[config.mk]
export PLATFORM = sky130hd
export DESIGN_NAME = alu_issue_flat
export DESIGN_NICKNAME = d
export VERILOG_FILES = /design/src/rtl/alu_issue_if.sv /design/src/rtl/alu_issue.sv /design/src/flat_wrapper.sv
export SDC_FILE = /design/constraint.sdc
export NUM_CORES = 1
export LEC_CHECK = 0
export ABC_CLOCK_PERIOD_IN_PS = 2570
export BUFFER_PORTS_ARGS = -buffer_cell sky130_fd_sc_hd__clkbuf_2
export CORE_ASPECT_RATIO = 1.75
export CORE_MARGIN = 1
export CORE_UTILIZATION = 45
export CTS_BUF_LIST = sky130_fd_sc_hd__clkbuf_2 sky130_fd_sc_hd__clkbuf_4 sky130_fd_sc_hd__clkbuf_8
export DETAILED_ROUTE_END_ITERATION = 10
export PLACE_DENSITY = 0.89
export SLEW_MARGIN = 10
export SYNTH_ARGS = -nofsm -noshare
export SYNTH_HDL_FRONTEND = slang
export SYNTH_SLANG_ARGS = --single-unit
export TNS_END_PERCENT = 1
[constraint.sdc]
create_clock -name clk -period 2.57 [get_ports clk]
set_clock_uncertainty 0.15 [all_clocks]
set_input_delay 0.257 -clock clk [delete_from_list [all_inputs] [get_ports clk]]
set_output_delay 0.257 -clock clk [all_outputs]
set_load 0.005 [all_outputs]
[src/rtl/alu_issue_if.sv]
// Handshake bundle between the decode stage, the alu_issue stage and the ALU inputs.
// The slave modport is the issue stage's view; master is the surrounding pipeline's view.
interface alu_issue_if;
    logic        flush;
    logic        in_valid;
    logic        in_ready;
    logic [31:0] in_inst;
    logic [31:0] in_pc;
    logic [31:0] in_rs1;
    logic [31:0] in_rs2;
    logic        out_valid;
    logic        out_ready;
    logic [31:0] out_in1;
    logic [31:0] out_in2;
    logic [3:0]  out_alu_op;
    logic        out_branch;
    logic        out_illegal;

    modport slave (
        input  flush, in_valid, in_inst, in_pc, in_rs1, in_rs2, out_ready,
        output in_ready, out_valid, out_in1, out_in2, out_alu_op, out_branch, out_illegal
    );

    modport master (
        output flush, in_valid, in_inst, in_pc, in_rs1, in_rs2, out_ready,
        input  in_ready, out_valid, out_in1, out_in2, out_alu_op, out_branch, out_illegal
    );
endinterface

[src/rtl/alu_issue.sv]
// RV32I decode-to-execute issue stage: builds ALU operands/op from a decoded instruction.
// Define ALU_ISSUE_SKID_EN for a two-entry skid buffer with a registered in_ready.
module alu_issue (
    input  logic       clk,
    input  logic       rst,
    alu_issue_if.slave bus
);
    localparam logic [3:0] ALU_ADD = 4'h0, ALU_SUB = 4'h1, ALU_XOR = 4'h2, ALU_OR  = 4'h3;
    localparam logic [3:0] ALU_AND = 4'h4, ALU_SLL = 4'h5, ALU_SRL = 4'h6, ALU_SRA = 4'h7;
    localparam logic [3:0] ALU_EQ  = 4'h8, ALU_NE  = 4'h9, ALU_LT  = 4'hA, ALU_LTU = 4'hB;
    localparam logic [3:0] ALU_GE  = 4'hC, ALU_GEU = 4'hD;

    typedef struct packed {
        logic [31:0] in1;
        logic [31:0] in2;
        logic [3:0]  op;
        logic        branch;
        logic        illegal;
    } entry_t;

    function automatic logic [3:0] arith_op(input logic [2:0] f3);
        case (f3)
            3'b000:  arith_op = ALU_ADD;
            3'b001:  arith_op = ALU_SLL;
            3'b010:  arith_op = ALU_LT;
            3'b011:  arith_op = ALU_LTU;
            3'b100:  arith_op = ALU_XOR;
            3'b101:  arith_op = ALU_SRL;
            3'b110:  arith_op = ALU_OR;
            default: arith_op = ALU_AND;
        endcase
    endfunction

    function automatic entry_t decode(input logic [31:0] inst, input logic [31:0] pc,
                                      input logic [31:0] rs1, input logic [31:0] rs2);
        entry_t      e;
        logic        ok;
        logic [2:0]  f3;
        logic [6:0]  f7;
        logic [31:0] imm_i, imm_s, imm_u, shamt;
        f3    = inst[14:12];
        f7    = inst[31:25];
        imm_i = {{20{inst[31]}}, inst[31:20]};
        imm_s = {{20{inst[31]}}, inst[31:25], inst[11:7]};
        imm_u = {inst[31:12], 12'b0};
        shamt = {27'b0, inst[24:20]};
        ok    = 1'b1;
        e     = '{in1: rs1, in2: rs2, op: ALU_ADD, branch: 1'b0, illegal: 1'b0};
        case (inst[6:0])
            7'b0110011: begin
                e.op = arith_op(f3);
                case (f3)
                    3'b000:  if (f7 == 7'b0100000) e.op = ALU_SUB; else ok = (f7 == 7'b0);
                    3'b101:  if (f7 == 7'b0100000) e.op = ALU_SRA; else ok = (f7 == 7'b0);
                    default: ok = (f7 == 7'b0);
                endcase
            end
            7'b0010011: begin
                e.in2 = imm_i;
                e.op  = arith_op(f3);
                // Only the shift forms constrain funct7; shamt replaces the immediate
                if (f3 == 3'b001) begin
                    e.in2 = shamt;
                    ok    = (f7 == 7'b0);
                end else if (f3 == 3'b101) begin
                    e.in2 = shamt;
                    if (f7 == 7'b0100000) e.op = ALU_SRA; else ok = (f7 == 7'b0);
                end
            end
            7'b0000011: e.in2 = imm_i;
            7'b0100011: e.in2 = imm_s;
            7'b0110111: begin e.in1 = 32'b0; e.in2 = imm_u; end
            7'b0010111: begin e.in1 = pc;    e.in2 = imm_u; end
            7'b1101111,
            7'b1100111: begin e.in1 = pc;    e.in2 = 32'd4; end
            7'b1100011: begin
                e.branch = 1'b1;
                case (f3)
                    3'b000:  e.op = ALU_EQ;
                    3'b001:  e.op = ALU_NE;
                    3'b100:  e.op = ALU_LT;
                    3'b101:  e.op = ALU_GE;
                    3'b110:  e.op = ALU_LTU;
                    3'b111:  e.op = ALU_GEU;
                    default: ok = 1'b0;
                endcase
            end
            default: ok = 1'b0;
        endcase
        if (!ok) e = '{in1: 32'b0, in2: 32'b0, op: ALU_ADD, branch: 1'b0, illegal: 1'b1};
        return e;
    endfunction

    entry_t main_q, main_d;
    logic   main_vld_q, main_vld_d;
    entry_t dec;
    logic   accept, pop;

    assign dec    = decode(bus.in_inst, bus.in_pc, bus.in_rs1, bus.in_rs2);
    assign accept = bus.in_valid && bus.in_ready;
    assign pop    = main_vld_q && bus.out_ready;

`ifdef ALU_ISSUE_SKID_EN
    entry_t skid_q, skid_d;
    logic   skid_vld_q, skid_vld_d;

    // Upstream only sees the skid occupancy flop, never out_ready
    assign bus.in_ready = !skid_vld_q;

    always_comb begin
        main_d     = main_q;
        main_vld_d = main_vld_q;
        skid_d     = skid_q;
        skid_vld_d = skid_vld_q;
        if (bus.flush) begin
            main_vld_d = 1'b0;
            skid_vld_d = 1'b0;
        end else if (skid_vld_q) begin
            if (pop) begin
                main_d     = skid_q;
                skid_vld_d = 1'b0;
            end
        end else if (!main_vld_q || pop) begin
            main_vld_d = accept;
            if (accept) main_d = dec;
        end else if (accept) begin
            skid_d     = dec;
            skid_vld_d = 1'b1;
        end
    end

    always_ff @(posedge clk or posedge rst) begin
        if (rst) begin
            skid_q     <= '0;
            skid_vld_q <= 1'b0;
        end else begin
            skid_q     <= skid_d;
            skid_vld_q <= skid_vld_d;
        end
    end
`else
    assign bus.in_ready = !main_vld_q || bus.out_ready;

    always_comb begin
        main_d     = main_q;
        main_vld_d = main_vld_q;
        if (bus.flush) begin
            main_vld_d = 1'b0;
        end else if (accept) begin
            main_d     = dec;
            main_vld_d = 1'b1;
        end else if (pop) begin
            main_vld_d = 1'b0;
        end
    end
`endif

    always_ff @(posedge clk or posedge rst) begin
        if (rst) begin
            main_q     <= '0;
            main_vld_q <= 1'b0;
        end else begin
            main_q     <= main_d;
            main_vld_q <= main_vld_d;
        end
    end

    assign bus.out_valid   = main_vld_q;
    assign bus.out_in1     = main_q.in1;
    assign bus.out_in2     = main_q.in2;
    assign bus.out_alu_op  = main_q.op;
    assign bus.out_branch  = main_q.branch;
    assign bus.out_illegal = main_q.illegal;
endmodule

[src/flat_wrapper.sv]
// flat-port wrapper written by rule: the top's interface ports become plain ports
module alu_issue_flat 
  (clk, rst, bus_flush, bus_in_valid, bus_in_inst, bus_in_pc, bus_in_rs1, bus_in_rs2, bus_out_ready, bus_in_ready, bus_out_valid, bus_out_in1, bus_out_in2, bus_out_alu_op, bus_out_branch, bus_out_illegal);
  alu_issue_if bus_i ();
  input  logic clk;
  input  logic rst;
  input wire logic [$bits(bus_i.flush)-1:0] bus_flush;
  input wire logic [$bits(bus_i.in_valid)-1:0] bus_in_valid;
  input wire logic [$bits(bus_i.in_inst)-1:0] bus_in_inst;
  input wire logic [$bits(bus_i.in_pc)-1:0] bus_in_pc;
  input wire logic [$bits(bus_i.in_rs1)-1:0] bus_in_rs1;
  input wire logic [$bits(bus_i.in_rs2)-1:0] bus_in_rs2;
  input wire logic [$bits(bus_i.out_ready)-1:0] bus_out_ready;
  output wire logic [$bits(bus_i.in_ready)-1:0] bus_in_ready;
  output wire logic [$bits(bus_i.out_valid)-1:0] bus_out_valid;
  output wire logic [$bits(bus_i.out_in1)-1:0] bus_out_in1;
  output wire logic [$bits(bus_i.out_in2)-1:0] bus_out_in2;
  output wire logic [$bits(bus_i.out_alu_op)-1:0] bus_out_alu_op;
  output wire logic [$bits(bus_i.out_branch)-1:0] bus_out_branch;
  output wire logic [$bits(bus_i.out_illegal)-1:0] bus_out_illegal;
  assign bus_i.flush = bus_flush;
  assign bus_i.in_valid = bus_in_valid;
  assign bus_i.in_inst = bus_in_inst;
  assign bus_i.in_pc = bus_in_pc;
  assign bus_i.in_rs1 = bus_in_rs1;
  assign bus_i.in_rs2 = bus_in_rs2;
  assign bus_i.out_ready = bus_out_ready;
  assign bus_in_ready = bus_i.in_ready;
  assign bus_out_valid = bus_i.out_valid;
  assign bus_out_in1 = bus_i.out_in1;
  assign bus_out_in2 = bus_i.out_in2;
  assign bus_out_alu_op = bus_i.out_alu_op;
  assign bus_out_branch = bus_i.out_branch;
  assign bus_out_illegal = bus_i.out_illegal;
  alu_issue u_core (.clk(clk), .rst(rst), .bus(bus_i));
endmodule
==> impl_summary.md <==
Status
The run finished with clean final reports.

Route
The count of nets left with antenna violations once routing finished came out at 0. Across all layers, the routed design uses 3798 vias. The number of remaining DRC errors is 0. Wires add up to 11.3 mm.

Dividing the detail-routed wire length by the instance count gives 17.0 um. The initial detailed-routing violation count is 245. The number of iterations in the first detailed-routing pass is 4. Dividing the detail-routed via count by the number of cells gives 5.69.

Hold path
The worst hold endpoint is u_core.bus.out_valid$_DFFE_PP0P_. The worst hold path begins at bus_in_valid. The worst hold path was traced through 3 stages. The type of the worst min-delay path is input pin to register.

Timing
The final number of hold-violating endpoints is 0. Setup repair after global routing left no endpoint under its margin. The clock period could shrink to 2.11 ns.

In the final timing run, aggregate negative setup slack is 0 ns. In the finished design, the share of the clock period the worst path needs comes to 0.820. The headroom to the max-slew limit is 0.342. The fmax is 474 MHz. The final number of max-transition violations came to 0. The final count of negative-setup-slack endpoints is 0. At the pin with the least slew margin, the transition time is 0.986 ns.

Setup path
The cell type of the slowest stage on the worst timing path is a311oi_2. The cell depth of the worst flop-to-flop path is 5. The worst reg2reg path endpoint is u_core.bus.out_in2[6]$_DFFE_PP0P_. The largest fanout on the critical path is 14.

Data on the critical path is required at its endpoint by 2.59 ns. The category of the worst setup path launch point is an input pin. The largest stage delay on the critical path is 0.82 ns. The source of the worst register-to-register timing path is u_core.bus.out_valid$_DFFE_PP0P_. The worst setup path category is input pin to register. The signal on the critical path passes through dlygate4sd3_1, clkbuf_2, nand3b_1, a311oi_2, nor3_1.

The slack of the worst reg-to-reg path is 0.47 ns. The arrival time of the worst setup path is 2.13 ns. The sort of element at the end of the critical path is a register.

Global route
The sum of overflow across all layers after global routing is 0. The via count of the first global-routing pass was 3758. The first global-routing pass estimated 17.7 mm of wire. The overall global routing resource usage is 0.296. The initial antenna violation count is 0. The largest net degree at the start of global routing is 67.

Placed design
The final HPWL from detailed placement is 8.53 mm. The post-detailed-placement cell area is 4670 um2. The number of port buffers is 204.

The final RePlAce weighted congestion is 0.920.

Die
From bottom edge to top edge, the die measures 118 um. The die is 68.5 um wide. In this run the count of I/O pins placed on the die edge is 205. The starting utilization of the core area is 0.463. The core region is 7510 um2. The total die area is 8100 um2. The row count is 42.

Synthesis
The number of register bits inferred by synthesis is 71. The share of synthesized registers carrying an async set or reset is 1.00. For this run, the register share of the synthesized area comes to 0.510. The cell area after synthesis is 3480 um2.

When the netlist entered floorplanning its net count stood at 511. The most used flip-flop cell after synthesis is dfrtp_1. Dividing the synthesized area by the synthesized cell count gives 9.21 um2. The synthesized design contains 0 enable-type register cells.

The cell count after synthesis is 378. The count of different cell masters after synthesis is 41. The number of warnings reported in the yosys synthesis log is 0.

Clocking
In this run the deepest clock path goes through 2 buffers. The count of clock tree sinks is 71. The clock tree from TritonCTS is yes.

The clock-pin slew on the worst setup and hold paths is 0.08 ns. Counting the buffers created by CTS gives 9. The deepest level of the CTS H-tree is 3. The tree is rooted in a clkbuf_8. The later-pin clock latency in the skew report is 0.35 ns.

Power and ir drop
VDD sags by at most 0.000336 V. In this run the static leakage power is 2.49 nW. Power spread over the standard cell area amounts to 507 nW/um2.

Finish
In the final design database the tool counted 708 nets. The design area is 4880 um2. The layout has 626 filler cells. The relative area change from synthesis to final layout is 40.3%. The share of final-layout standard cells stronger than drive strength 1 is 0.421. The antenna diode count is 0.

Flow run
The reported max-cap violation count is 0.
worst max-delay path, delay by kind of cell:
family | cells | cell delay (ns)
buf+inv | 2 | 0.65
compound gates | 1 | 0.82
simple gates | 2 | 0.40
cells in the final DEF (no fill, tap or decap), types with 2 or more instances in the layout:
| cell | synthesis | layout |
|---|---|---|
| clkbuf_2 | 0 | 204 |
| dfrtp_1 | 71 | 71 |
| nand2_1 | 58 | 58 |
| o21ai_0 | 56 | 56 |
| a22oi_1 | 34 | 33 |
| a221oi_1 | 25 | 25 |
| nor2_1 | 18 | 17 |
| nor3_1 | 15 | 15 |
| clkbuf_8 | 0 | 12 |
| a21oi_1 | 11 | 11 |
| nor2b_1 | 9 | 9 |
| o21ai_1 | 9 | 8 |
| buf_4 | 0 | 8 |
| buf_12 | 0 | 4 |
| nor3b_2 | 0 | 3 |
| a22o_1 | 3 | 3 |
| clkbuf_4 | 0 | 3 |
| o21a_1 | 2 | 2 |
| inv_1 | 3 | 2 |
| or4_1 | 2 | 2 |
| a21o_1 | 2 | 2 |
| dlygate4sd3_1 | 0 | 2 |
metrics by stage:
stage / power (mW) / setup slack, ns / instances / utilization / hold WS [ns]
global route: 2.60 / 0.318 / 667 / 0.650 / 0.0352
global placement: 1.63 / 0.215 / 650 / 0.622 / 0.210
finish: 2.48 / 0.462 / 667 / 0.650 / 0.0251
detailed placement: 1.65 / 0.136 / 650 / 0.622 / 0.231
floorplan: 1.41 / 0.366 / 378 / - / 0.173
CTS: 2.50 / 0.479 / 667 / 0.650 / 0.0121
cell usage after synthesis, types with 2 or more instances:
library cell  instances  share of area
o21a_1                2         0.0043
inv_1                 3         0.0032
o21ai_1               9          0.013
a221oi_1             25          0.063
a21o_1                2         0.0043
a21oi_1              11          0.016
nor3_1               15          0.022
nor2b_1               9          0.016
o21ai_0              56          0.081
nand2_1              58          0.063
nor2_1               18          0.019
or4_1                 2         0.0043
nor3b_1               4         0.0086
clkbuf_1             30          0.032
buf_2                 2         0.0029
a211oi_1              2         0.0043
a22o_1                3         0.0075
a22oi_1              34          0.073
dfrtp_1              71           0.51
state kept, by name, summed over array words and instances, names as in the netlist:
register and count:
u_core.bus.out_in2 32, u_core.bus.out_illegal 1, u_core.bus.out_branch 1, u_core.bus.out_alu_op 4
u_core.bus.out_in1 32, u_core.bus.out_valid 1
kinds of logic after synthesis:
logic type	share of synthesized area
flops	0.510
compound gates	0.289
simple gates	0.162
buf+inv	0.0385
power breakdown:
group / leakage, nW / switching [mW] / total (mW) / internal [mW]
clock network: 0.100 / 0.390 / 0.848 / 0.458
logic: 1.43 / 0.215 / 0.416 / 0.200
registers: 0.964 / 0.0352 / 1.21 / 1.18
total: 2.49 / 0.640 / 2.48 / 1.84
repair_timing:
| item | CTS | global route |
|---|---|---|
| setup endpoints to repair | 0 | 0 |
| endpoints found under the hold margin | 31 | 0 |
| hold buffers | 2 | 0 |
| resized for setup | 0 | 0 |
| setup buffers | 0 | 0 |
metal layers:
metal	track usage	wire length (um)
met5	0	0
met4	0.180	680
met3	0.0849	851
met2	0.493	5780
met1	0.314	4030
worst max-delay path by stage:
stage	startpoint	to	slack (ns)	cells past startpoint
2_1_floorplan	rst	u_core.bus.out_alu_op[0]$_DFFE_PP0P_	0.37	1
3_3_place_gp	bus_in_inst[26]	u_core.bus.out_alu_op[0]$_DFFE_PP0P_	0.21	6
3_5_place_dp	bus_in_inst[26]	u_core.bus.out_alu_op[0]$_DFFE_PP0P_	0.14	6
4_1_cts	bus_flush	u_core.bus.out_in2[6]$_DFFE_PP0P_	0.48	5
5_1_grt	u_core.bus.out_valid$_DFFE_PP0P_	u_core.bus.out_in2[6]$_DFFE_PP0P_	0.32	6
6_report	bus_flush	u_core.bus.out_in2[6]$_DFFE_PP0P_	0.46	5
area by class of cell:
cell class,count,area [um2],area share
Sequential cell,71,1780,0.364
Multi-Input combinational cell,272,1620,0.331
Timing Repair Buffer,218,1180,0.242
Clock buffer,15,188,0.0384
Inverter,3,11.3,0.00231
Tap cell,88,110,0.0226
Power figures use the tool's default switching activity.
